[src/rtl/symfir_pkg.sv]
// Shared types and helpers for the serial symmetric FIR scheduler.
package symfir_pkg;

  typedef enum logic [2:0] {IDLE, WRITE, MAC, DRAIN, OUT} state_e;

  // (a - b) mod n for a, b < n: one extra bit catches the borrow, a single +n repairs it.
  function automatic logic [15:0] mod_sub(input logic [15:0] a, input logic [15:0] b,
                                          input logic [15:0] n);
    logic [16:0] d;
    d = {1'b0, a} - {1'b0, b};
    if (d[16]) d = d + {1'b0, n};
    return d[15:0];
  endfunction

endpackage

[src/rtl/symfir_addr_gen.sv]
// Pair-address generator: k counter plus registered tap/coef addresses for the MAC phase.
module symfir_addr_gen #(
  parameter int NTAPS = 16,
  parameter int AW    = $clog2(NTAPS)
) (
  input  logic          clk,
  input  logic          rst_n,
  input  logic          start,
  input  logic          step,
  input  logic [AW-1:0] wr_ptr,
  output logic          k_last,
  output logic [AW-1:0] rd_addr_a,
  output logic [AW-1:0] rd_addr_b,
  output logic [AW-1:0] coef_addr,
  output logic          mid_tap
);
  import symfir_pkg::*;

  localparam int H   = (NTAPS + 1) / 2;
  localparam bit ODD = (NTAPS % 2) == 1;

  logic [AW-1:0] k_q, k_d, a_q, a_d, b_q, b_d, k_nxt;
  logic          mid_q, mid_d;

  // Addresses are loaded one cycle ahead so they line up with the registered mac_en.
  always_comb begin
    k_nxt = start ? '0 : k_q + 1'b1;
    k_d   = k_q;
    a_d   = a_q;
    b_d   = b_q;
    mid_d = 1'b0;
    if (start || step) begin
      k_d   = k_nxt;
      a_d   = AW'(mod_sub(16'(wr_ptr), 16'(k_nxt), 16'(NTAPS)));
      b_d   = AW'(mod_sub(16'(wr_ptr), 16'(AW'(NTAPS - 1) - k_nxt), 16'(NTAPS)));
      mid_d = ODD && (k_nxt == AW'(H - 1));
    end
  end

  always_ff @(posedge clk or negedge rst_n) begin
    if (!rst_n) begin
      k_q   <= '0;
      a_q   <= '0;
      b_q   <= '0;
      mid_q <= 1'b0;
    end else begin
      k_q   <= k_d;
      a_q   <= a_d;
      b_q   <= b_d;
      mid_q <= mid_d;
    end
  end

  assign k_last    = (k_q == AW'(H - 1));
  assign rd_addr_a = a_q;
  assign rd_addr_b = b_q;
  assign coef_addr = k_q;
  assign mid_tap   = mid_q;

endmodule

[src/rtl/symfir_mac_sched.sv]
// Sample/MAC sequencer for the serial symmetric FIR datapath.
// Optional SYMFIR_PRIME_EN: suppress outputs until the delay line holds NTAPS real samples.
module symfir_mac_sched #(
  parameter  int NTAPS   = 16,
  parameter  int MAC_LAT = 2,
  localparam int AW      = $clog2(NTAPS)
) (
  input  logic          clk,
  input  logic          rst_n,
  input  logic          in_valid,
  output logic          in_ready,
  output logic          wr_en,
  output logic [AW-1:0] wr_addr,
  output logic [AW-1:0] rd_addr_a,
  output logic [AW-1:0] rd_addr_b,
  output logic [AW-1:0] coef_addr,
  output logic          mid_tap,
  output logic          mac_clear,
  output logic          mac_en,
  output logic          out_valid,
  input  logic          out_ready
);
  import symfir_pkg::*;

  localparam int DW = (MAC_LAT > 1) ? $clog2(MAC_LAT) : 1;

  state_e        state_q, state_d;
  logic [AW-1:0] wr_ptr_q, wr_ptr_d, wr_ptr_inc;
  logic [DW-1:0] drain_q, drain_d;
  logic          in_ready_q, in_ready_d, wr_en_q, wr_en_d;
  logic          mac_en_q, mac_en_d, mac_clear_q, mac_clear_d;
  logic          out_valid_q, out_valid_d;
  logic          accept, start, step, done, k_last, primed;

  assign accept     = (state_q == IDLE) && in_valid && in_ready_q;
  assign wr_ptr_inc = (wr_ptr_q == AW'(NTAPS - 1)) ? '0 : wr_ptr_q + 1'b1;

`ifdef SYMFIR_PRIME_EN
  localparam int PW = $clog2(NTAPS + 1);
  logic [PW-1:0] prime_cnt_q, prime_cnt_d;

  always_comb begin
    prime_cnt_d = prime_cnt_q;
    if (accept && (prime_cnt_q != PW'(NTAPS))) prime_cnt_d = prime_cnt_q + 1'b1;
  end

  always_ff @(posedge clk or negedge rst_n) begin
    if (!rst_n) prime_cnt_q <= '0;
    else        prime_cnt_q <= prime_cnt_d;
  end

  assign primed = (prime_cnt_q == PW'(NTAPS));
`else
  assign primed = 1'b1;
`endif

  always_comb begin
    state_d     = state_q;
    wr_ptr_d    = wr_ptr_q;
    drain_d     = drain_q;
    in_ready_d  = in_ready_q;
    wr_en_d     = 1'b0;
    mac_en_d    = 1'b0;
    mac_clear_d = 1'b0;
    out_valid_d = out_valid_q;
    start       = 1'b0;
    step        = 1'b0;
    done        = 1'b0;
    case (state_q)
      IDLE: begin
        in_ready_d = 1'b1;
        if (accept) begin
          state_d    = WRITE;
          in_ready_d = 1'b0;
          wr_en_d    = 1'b1;
        end
      end
      WRITE: begin
        state_d     = MAC;
        start       = 1'b1;
        mac_en_d    = 1'b1;
        mac_clear_d = 1'b1;
      end
      MAC: begin
        if (!k_last) begin
          step     = 1'b1;
          mac_en_d = 1'b1;
        end else if (MAC_LAT == 0) begin
          done = 1'b1;
        end else begin
          state_d = DRAIN;
          drain_d = '0;
        end
      end
      DRAIN: begin
        if (drain_q == DW'(MAC_LAT - 1)) done = 1'b1;
        else                             drain_d = drain_q + 1'b1;
      end
      OUT: begin
        if (out_ready) begin
          state_d     = IDLE;
          out_valid_d = 1'b0;
          wr_ptr_d    = wr_ptr_inc;
          in_ready_d  = 1'b1;
        end
      end
      default: state_d = IDLE;
    endcase
    // An unprimed result is dropped: straight back to IDLE, but the sample still occupies its slot.
    if (done) begin
      if (primed) begin
        state_d     = OUT;
        out_valid_d = 1'b1;
      end else begin
        state_d    = IDLE;
        wr_ptr_d   = wr_ptr_inc;
        in_ready_d = 1'b1;
      end
    end
  end

  always_ff @(posedge clk or negedge rst_n) begin
    if (!rst_n) begin
      state_q     <= IDLE;
      wr_ptr_q    <= '0;
      drain_q     <= '0;
      in_ready_q  <= 1'b0;
      wr_en_q     <= 1'b0;
      mac_en_q    <= 1'b0;
      mac_clear_q <= 1'b0;
      out_valid_q <= 1'b0;
    end else begin
      state_q     <= state_d;
      wr_ptr_q    <= wr_ptr_d;
      drain_q     <= drain_d;
      in_ready_q  <= in_ready_d;
      wr_en_q     <= wr_en_d;
      mac_en_q    <= mac_en_d;
      mac_clear_q <= mac_clear_d;
      out_valid_q <= out_valid_d;
    end
  end

  symfir_addr_gen #(.NTAPS(NTAPS), .AW(AW)) u_addr (
    .clk       (clk),
    .rst_n     (rst_n),
    .start     (start),
    .step      (step),
    .wr_ptr    (wr_ptr_q),
    .k_last    (k_last),
    .rd_addr_a (rd_addr_a),
    .rd_addr_b (rd_addr_b),
    .coef_addr (coef_addr),
    .mid_tap   (mid_tap)
  );

  assign in_ready  = in_ready_q;
  assign wr_en     = wr_en_q;
  assign wr_addr   = wr_ptr_q;
  assign mac_en    = mac_en_q;
  assign mac_clear = mac_clear_q;
  assign out_valid = out_valid_q;

endmodule

[config.mk]
export PLATFORM = sky130hd
export DESIGN_NAME = symfir_mac_sched
export DESIGN_NICKNAME = d
export VERILOG_FILES = /design/src/rtl/symfir_pkg.sv /design/src/rtl/symfir_addr_gen.sv /design/src/rtl/symfir_mac_sched.sv
export SDC_FILE = /design/constraint.sdc
export NUM_CORES = 1
export LEC_CHECK = 0
export ABC_AREA = 1
export BUFFER_PORTS_ARGS = -buffer_cell sky130_fd_sc_hd__buf_4
export CAP_MARGIN = 20
export CORE_ASPECT_RATIO = 1.4
export CORE_MARGIN = 2
export CORE_UTILIZATION = 54
export CTS_BUF_LIST = sky130_fd_sc_hd__clkbuf_4 sky130_fd_sc_hd__clkbuf_8 sky130_fd_sc_hd__clkbuf_16
export DETAILED_ROUTE_END_ITERATION = 8
export PLACE_DENSITY = 0.81
export SLEW_MARGIN = 10
export SYNTH_ARGS = -nofsm -noshare
export SYNTH_HDL_FRONTEND = slang
export SYNTH_HIERARCHICAL = 1
export SYNTH_SLANG_ARGS = --single-unit
export TNS_END_PERCENT = 50
[constraint.sdc]
create_clock -name clk -period 2.5 [get_ports clk]
set_clock_uncertainty 0.2 [all_clocks]
set_input_delay 0.125 -clock clk [delete_from_list [all_inputs] [get_ports clk]]
set_output_delay 0.125 -clock clk [all_outputs]
set_load 0.05 [all_outputs]
==> parameters.txt, run 1 <==
Parameter                              Value

CTS
  Clk buf depth ... 2
  Number of CTS-inserted buffers ... 3
  H-Tree Depth ... 1
  Root buffer selected by CTS ... sky130_fd_sc_hd__clkbuf_4
  Total number of clock tree sinks ... 25
  Clock latency reported for the late side of the worst-skew pair ... 0.32 ns
  Clock transition time at the flip-flop clock pins of the worst setup and hold paths ... 0.13 ns
  Clock tree from TritonCTS ... built

Synthesis
  Warnings, synthesis ... 6
  Ranking of synthesized cells by area ... sky130_fd_sc_hd__dfrtp_1 45%, sky130_fd_sc_hd__nand2_1 12%, sky130_fd_sc_hd__ha_1 9.0%, sky130_fd_sc_hd__inv_1 6.8%, sky130_fd_sc_hd__nand3_1 5.4%
  Area fraction of the dominant cell type after synthesis ... 45.2%
  Number of instances in the synthesized netlist ... 162
  Sequential fraction of the synthesis area ... 45.2%
  Post-synthesis cell area ... 1390 um^2
  Synth area leader ... sky130_fd_sc_hd__dfrtp_1
  Register bit total from synthesis ... 25
  Number of distinct library cell variants in the gate-level netlist after synthesis ... 24
  Syn_area_per_cell ... 8.55 um^2
  Net count after synthesis ... 178

Setup path
  Register-to-Register Setup Slack ... 0.17 ns
  Crit path arrival time ... 2.36 ns
  Terminus of the critical flop-to-flop path ... u_addr/rd_addr_b[3]
  Critical path depth in cells ... 12
  Worst setup EP type ... flop
  Worst r2r path cells ... 12
  Standard cell with the maximum stage delay on the critical path ... sky130_fd_sc_hd__dfrtp_2
  Biggest cell delay along the critical path ... 0.45 ns
  Worst Setup EP ... u_addr/rd_addr_b[3]
  Crit start category ... flop
  Buffers & Inverters on Critical Path ... 4
  Required time of the critical path ... 2.53 ns
  Startpoint of the lowest-slack register-to-register path ... state_q[2]
  Critical-path maximum fanout ... 5
  Cell seen most often among critical-path stages ... sky130_fd_sc_hd__inv_1
  Type of the worst setup path ... reg2reg
  Cells along the critical path ... inv_1 > nand3_1 > inv_1 > inv_1 > nand2_1 > ha_1 > o21bai_1 > a21oi_1 > inv_1 > nand3_1 > nand3_1 > nand2_1
  Kind of cell with the highest combined delay on the critical path ... simple AND/OR/NAND/NOR gates
  Worst setup startpoint ... state_q[2]

Global routing
  Number of antenna violations at the first check in global routing ... 0
  Met1 GRT Util ... 22.2%
  Met3 GRT Util ... 3.11%
  Fraction of met2 tracks used by global routing ... 37.0%
  Total routing resource utilization after global routing ... 20.7%
  Pin count of the biggest net entering global routing ... 26
  Vias in the first global route ... 1096
  Gr ovfl total ... 0
  Busiest layer in global routing ... met2
  Wire length of the first global-routing pass ... 4540 um

Place
  Sum of net half-perimeters after detailed placement ... 2150 um
  Final weighted congestion of routability-driven global placement ... 0.815
  IO Port Bufs ... 24

Drt
  Count of antenna-violating nets left after detailed routing ... 0
  Wirelength per Cell ... 12.5 um
  Starting DRT DRC Count ... 42
  Number of design rule violations left after detail routing ... 0
  Via density per instance ... 4.98
  Number of detailed-route iterations in the first pass ... 4
  Total number of vias ... 1136
  WL final ... 2850 um

Run status
  Outcome ... finished, final reports clean

Die
  CORE AREA ... 2420 um^2
  Die width ... 46.8 um
  Initial core utilization ... 57.3%
  Die Outline Area ... 2990 um^2
  Number of ports placed on the die boundary ... 26
  Row Count ... 21
  DIE HEIGHT ... 63.9 um

Timing
  Min Clock Period, post-route ... 2.33 ns
  Setup-failing EPs final ... 0
  Period utilisation layout ... 93.3%
  Fmax achieved ... 429 MHz
  Hold Violations, Final ... 0
  RSZ-0062 raised after global routing ... no
  Final max-slew violation count ... 0
  Post-Route Setup TNS ... 0 ns

Layout
  Layout Area Growth over Synthesis ... 20.7%
  Number of nets in the final layout ... 211
  Ratio of cells with drive above 1 in the final layout ... 21.6%
  Footprint of the flip-flops and latches ... 628 um^2
  Multi-input combinational cell area ... 647 um^2
  ANT cells ... 0
  Count of fill cells added during filler insertion ... 203

Run
  Max-cap violation count ... 0

Worst hold path
  Tightest Hold Check Type ... in2async
[kinds of logic (layout without fill, tap and decap cells)]
family / Yosys count / after routing / synth area share, %
other: 1 / 1 / 0.271
xor gates and xnor gates: 4 / 4 / 2.53
DFF: 25 / 25 / 45.2
AOI/OAI and AO/OA: 16 / 16 / 5.96
and+or+nand+nor: 77 / 77 / 26.0
buffers and inverters: 27 / 59 / 8.13
adders and majority gates: 12 / 12 / 11.9
[cells in the mapped netlist (all sizes together)]
cell type   n
o21ai      11
nand2      45
buf         2
xnor2       3
conb        1
xor2        1
o21bai      1
dfrtp      25
nand3b      1
inv        25
nor3        1
nand3      17
nand4       3
ha         10
fa          2
a21oi       4
nor4        1
nor2        9
[routing by layer]
metal | vias to the layer above | share of wire (%)
met5 | - | 0
met4 | 0 | 1.7
li1 | 571 | -
met2 | 18 | 56
met3 | 4 | 2.1
met1 | 543 | 40
[sequential cells by signal, summed over array words and instances (netlist names)]
name and count:
u_addr/coef_addr 4, mac_clear 1, wr_addr 4, drain_q 1, u_addr/rd_addr_a 4, state_q 3
wr_en 1, in_ready 1, u_addr/rd_addr_b 4, mac_en 1, out_valid 1
[how the worst min path moves through the flow]
stage | cells past startpoint | to | from | slack, ns
finish | 2 | u_addr/rd_addr_b[0] | rst_n | 0.03
global route | 2 | u_addr/rd_addr_b[0] | rst_n | 0.03
CTS | 2 | u_addr/rd_addr_b[0] | rst_n | 0.02
detailed placement | 1 | u_addr/coef_addr[1] | rst_n | -0.16
global placement | 1 | u_addr/coef_addr[0] | rst_n | -0.16
floorplan | 0 | drain_q | rst_n | -0.37
[through the flow]
step	cells	worst slack (ns)	hold WS [ns]	area, um^2	util [%]
after floorplan	162	0.164	-0.371	1390	-
after global placement	219	0.231	-0.158	1600	66.0
after detailed placement	219	0.143	-0.156	1600	66.0
after CTS	226	0.130	0.0235	1650	68.4
after global routing	228	0.0224	0.0287	1670	69.2
final	228	0.168	0.0254	1670	69.2
[cells in the final DEF (no fill, tap or decap), drive strengths merged]
cell,netlist,routed
nand2,45,45
buf,2,27
inv,25,25
dfrtp,25,25
nand3,17,17
o21ai,11,11
ha,10,10
nor2,9,9
a21oi,4,4
xnor2,3,3
clkbuf,0,3
dlygate4sd3,0,3
nand4,3,3
fa,2,2
nor4,1,1
xor2,1,1
clkinv,0,1
nor3,1,1
nand3b,1,1
o21bai,1,1
conb,1,1
[worst reg2reg max path: stages (launching register included)]
cell,delay [ns]
sky130_fd_sc_hd__dfrtp_2,0.45
sky130_fd_sc_hd__inv_1,0.09
sky130_fd_sc_hd__nand3_1,0.11
sky130_fd_sc_hd__inv_1,0.20
sky130_fd_sc_hd__inv_1,0.13
sky130_fd_sc_hd__nand2_1,0.21
sky130_fd_sc_hd__ha_1,0.29
sky130_fd_sc_hd__o21bai_1,0.15
sky130_fd_sc_hd__a21oi_1,0.09
sky130_fd_sc_hd__inv_1,0.07
sky130_fd_sc_hd__nand3_1,0.09
sky130_fd_sc_hd__nand3_1,0.09
sky130_fd_sc_hd__nand2_1,0.05
[timing repair]
item,in CTS,in global routing
gates resized for setup,0,2
hold buffers,3,0
buffers inserted,0,2
endpoints found under the hold margin,31,0
setup endpoints to repair,0,3
[final cells by class]
| class | instances | share of cell area, % |
|---|---|---|
| Multi-Input combinational cell | 110 | 38.7 |
| Clock buffer | 3 | 1.35 |
| Inverter | 25 | 5.61 |
| Clock inverter | 1 | 0.299 |
| Timing Repair Buffer | 30 | 13.9 |
| Sequential cell | 25 | 37.6 |
| Tap cell | 34 | 2.54 |
Power of run 1 is not shown: default switching activity piles up to over one toggle a cycle in this logic, so the estimate is an artifact.
==> run 2: changes to the inputs <==
CELL_PAD_IN_SITES_DETAIL_PLACEMENT = 1   (was unset)
CELL_PAD_IN_SITES_GLOBAL_PLACEMENT = 1   (was unset)
CORE_UTILIZATION = 40   (was 54)
PLACE_DENSITY = 0.8   (was 0.81)
==> parameters.txt, run 2 (synthesis gave the netlist of run 1 again) <==
Parameter                              Value

CTS
  Clock latency reported for the late side of the worst-skew pair ... 0.27 ns (-0.05 ns)
  Total number of clock tree sinks ... 25 (unchanged)
  Number of buffers inserted to repair setup after CTS ... 0 (unchanged)
  H-Tree Depth ... 1 (unchanged)
  Clock tree from TritonCTS ... built
  Root buffer selected by CTS ... sky130_fd_sc_hd__clkbuf_8
  Number of CTS-inserted buffers ... 3 (unchanged)
  Clk buf depth ... 2 (unchanged)
  Clock transition time at the flip-flop clock pins of the worst setup and hold paths ... 0.10 ns (-0.03 ns)

Place
  Sum of net half-perimeters after detailed placement ... 2640 um (+23%)
  IO Port Bufs ... 24 (unchanged)
  Final weighted congestion of routability-driven global placement ... 0.843 (+3.5%)

Setup path
  Biggest cell delay along the critical path ... 0.45 ns (about the same)
  Worst setup EP type ... flop
  Register-to-Register Setup Slack ... 0.20 ns (+0.03 ns)
  Kind of cell with the highest combined delay on the critical path ... simple AND/OR/NAND/NOR gates
  Terminus of the critical flop-to-flop path ... u_addr/rd_addr_a[3]
  Critical-path maximum fanout ... 6 (+1)
  Worst r2r path cells ... 11 (-1)
  Standard cell with the maximum stage delay on the critical path ... sky130_fd_sc_hd__dfrtp_1
  Crit start category ... flop
  Buffers & Inverters on Critical Path ... 2 (-2)
  Startpoint of the lowest-slack register-to-register path ... u_addr/coef_addr[0]
  Critical path depth in cells ... 11 (-1)
  Worst setup startpoint ... u_addr/coef_addr[0]
  Cell seen most often among critical-path stages ... sky130_fd_sc_hd__nand2_1
  Type of the worst setup path ... reg2reg
  Crit path arrival time ... 2.27 ns (-0.09 ns)
  Required time of the critical path ... 2.47 ns (-0.06 ns)
  Cells along the critical path ... ha_1 > nand2_1 > inv_1 > nor3_2 > inv_1 > ha_1 > a21oi_1 > nand2_1 > nand3b_1 > nand3_1 > nand2_1

Drt
  Wirelength per Cell ... 14.8 um (+19%)
  Number of design rule violations left after detail routing ... 0 (unchanged)
  Count of antenna-violating nets left after detailed routing ... 0 (unchanged)
  Total number of vias ... 1211 (+6.6%)
  Number of detailed-route iterations in the first pass ... 3 (-1)
  Starting DRT DRC Count ... 15 (-64%)
  WL final ... 3450 um (+21%)
  Via density per instance ... 5.20 (+4.3%)

Timing
  Fmax achieved ... 435 MHz (+1.3%)
  Hold Violations, Final ... 0 (unchanged)
  Post-Route Setup TNS ... 0 ns (unchanged)
  Period utilisation layout ... 92.0% (-1.2 points)
  Final max-slew violation count ... 0 (unchanged)
  RSZ-0062 raised after global routing ... no
  Hold_ws ... 0.0898 ns (+0.0644 ns)
  Min Clock Period, post-route ... 2.30 ns (-0.0308 ns)
  Setup-failing EPs final ... 0 (unchanged)

Run
  Max-cap violation count ... 0 (unchanged)

Layout
  Most frequent cells in the layout ... 43 x sky130_fd_sc_hd__nand2_1, 26 x sky130_fd_sc_hd__buf_4, 24 x sky130_fd_sc_hd__inv_1, 23 x sky130_fd_sc_hd__dfrtp_1, 15 x sky130_fd_sc_hd__nand3_1
  Multi-input combinational cell area ... 653 um^2 (+0.97%)
  Count of fill cells added during filler insertion ... 413 (+100%)
  Most common library cell in the layout ignoring fill and taps ... sky130_fd_sc_hd__nand2_1
  Layout Area Growth over Synthesis ... 22.7%
  Ratio of cells with drive above 1 in the final layout ... 22.8% (+1.1 points)
  Utilization of the core after routing ... 50.8% (-18 points)
  Footprint of the flip-flops and latches ... 628 um^2 (unchanged)
  Number of nets in the final layout ... 210 (-0.47%)
  ANT cells ... 0 (unchanged)

Die
  Number of ports placed on the die boundary ... 26 (unchanged)
  Die width ... 53.7 um (+15%)
  Die Outline Area ... 3960 um^2 (+32%)
  Row Count ... 25 (+19%)
  CORE AREA ... 3350 um^2 (+38%)
  Initial core utilization ... 41.4% (-16 points)
  DIE HEIGHT ... 73.6 um (+15%)

Global routing
  Total routing resource utilization after global routing ... 20.0% (-0.79 points)
  Gr ovfl total ... 0 (unchanged)
  Vias in the first global route ... 1264 (+15%)
  Wire length of the first global-routing pass ... 5660 um (+25%)
  Number of antenna violations at the first check in global routing ... 0 (unchanged)
  Pin count of the biggest net entering global routing ... 26 (unchanged)

Run status
  Outcome ... finished, final reports clean

Worst hold path
  Tightest Hold Check Type ... in2async
[run 2: cell count changes in the layout (fill, tap and decap cells not counted), sizes merged]
cell and change:
buf -1, clkbuf +1, clkinv -1
[run 2: worst max path at each step]
stage,endpoint
floorplan,u_addr/rd_addr_a[3]
global placement,u_addr/rd_addr_a[3]
detailed placement,u_addr/rd_addr_a[3]
CTS,u_addr/rd_addr_b[3]
global route,u_addr/rd_addr_a[3]
finish,u_addr/rd_addr_a[3]
[run 2: timing repair]
action,CTS,global route
endpoints found under the setup margin,0,3
hold endpoints to repair,27,0
gates resized for setup,0,5
hold buffers,3,0
[run 2: metal layers]
layer | share of wire, % | wire length, um | up-vias | GRT usage (%)
met4 | 2.6 | 91 | 0 | 9.69
li1 | - | - | 571 | -
met5 | 0 | 0 | - | 0
met1 | 38 | 1330 | 604 | 22.5
met2 | 55 | 1910 | 26 | 35.6
met3 | 3.7 | 128 | 10 | 2.44
[run 2: final cells by class]
type                    instances  share of cell area (%)
well taps                      40                    2.95
clock buffers                   4                    2.87
inverters                      25                    5.52
flip-flops and latches         25                    37.0
repair buffers                 29                    13.3
multi-input cells             110                    38.4
[run 2: through the flow]
step | cell area (um^2) | worst slack (ns) | cells
final | 1700 | 0.199 | 233
after global routing | 1700 | 0.0264 | 233
after CTS | 1690 | 0.0874 | 233
after detailed placement | 1610 | 0.0977 | 226
after global placement | 1610 | 0.224 | 226
after floorplan | 1390 | 0.164 | 162
Power of run 2 is left out for the same reason.
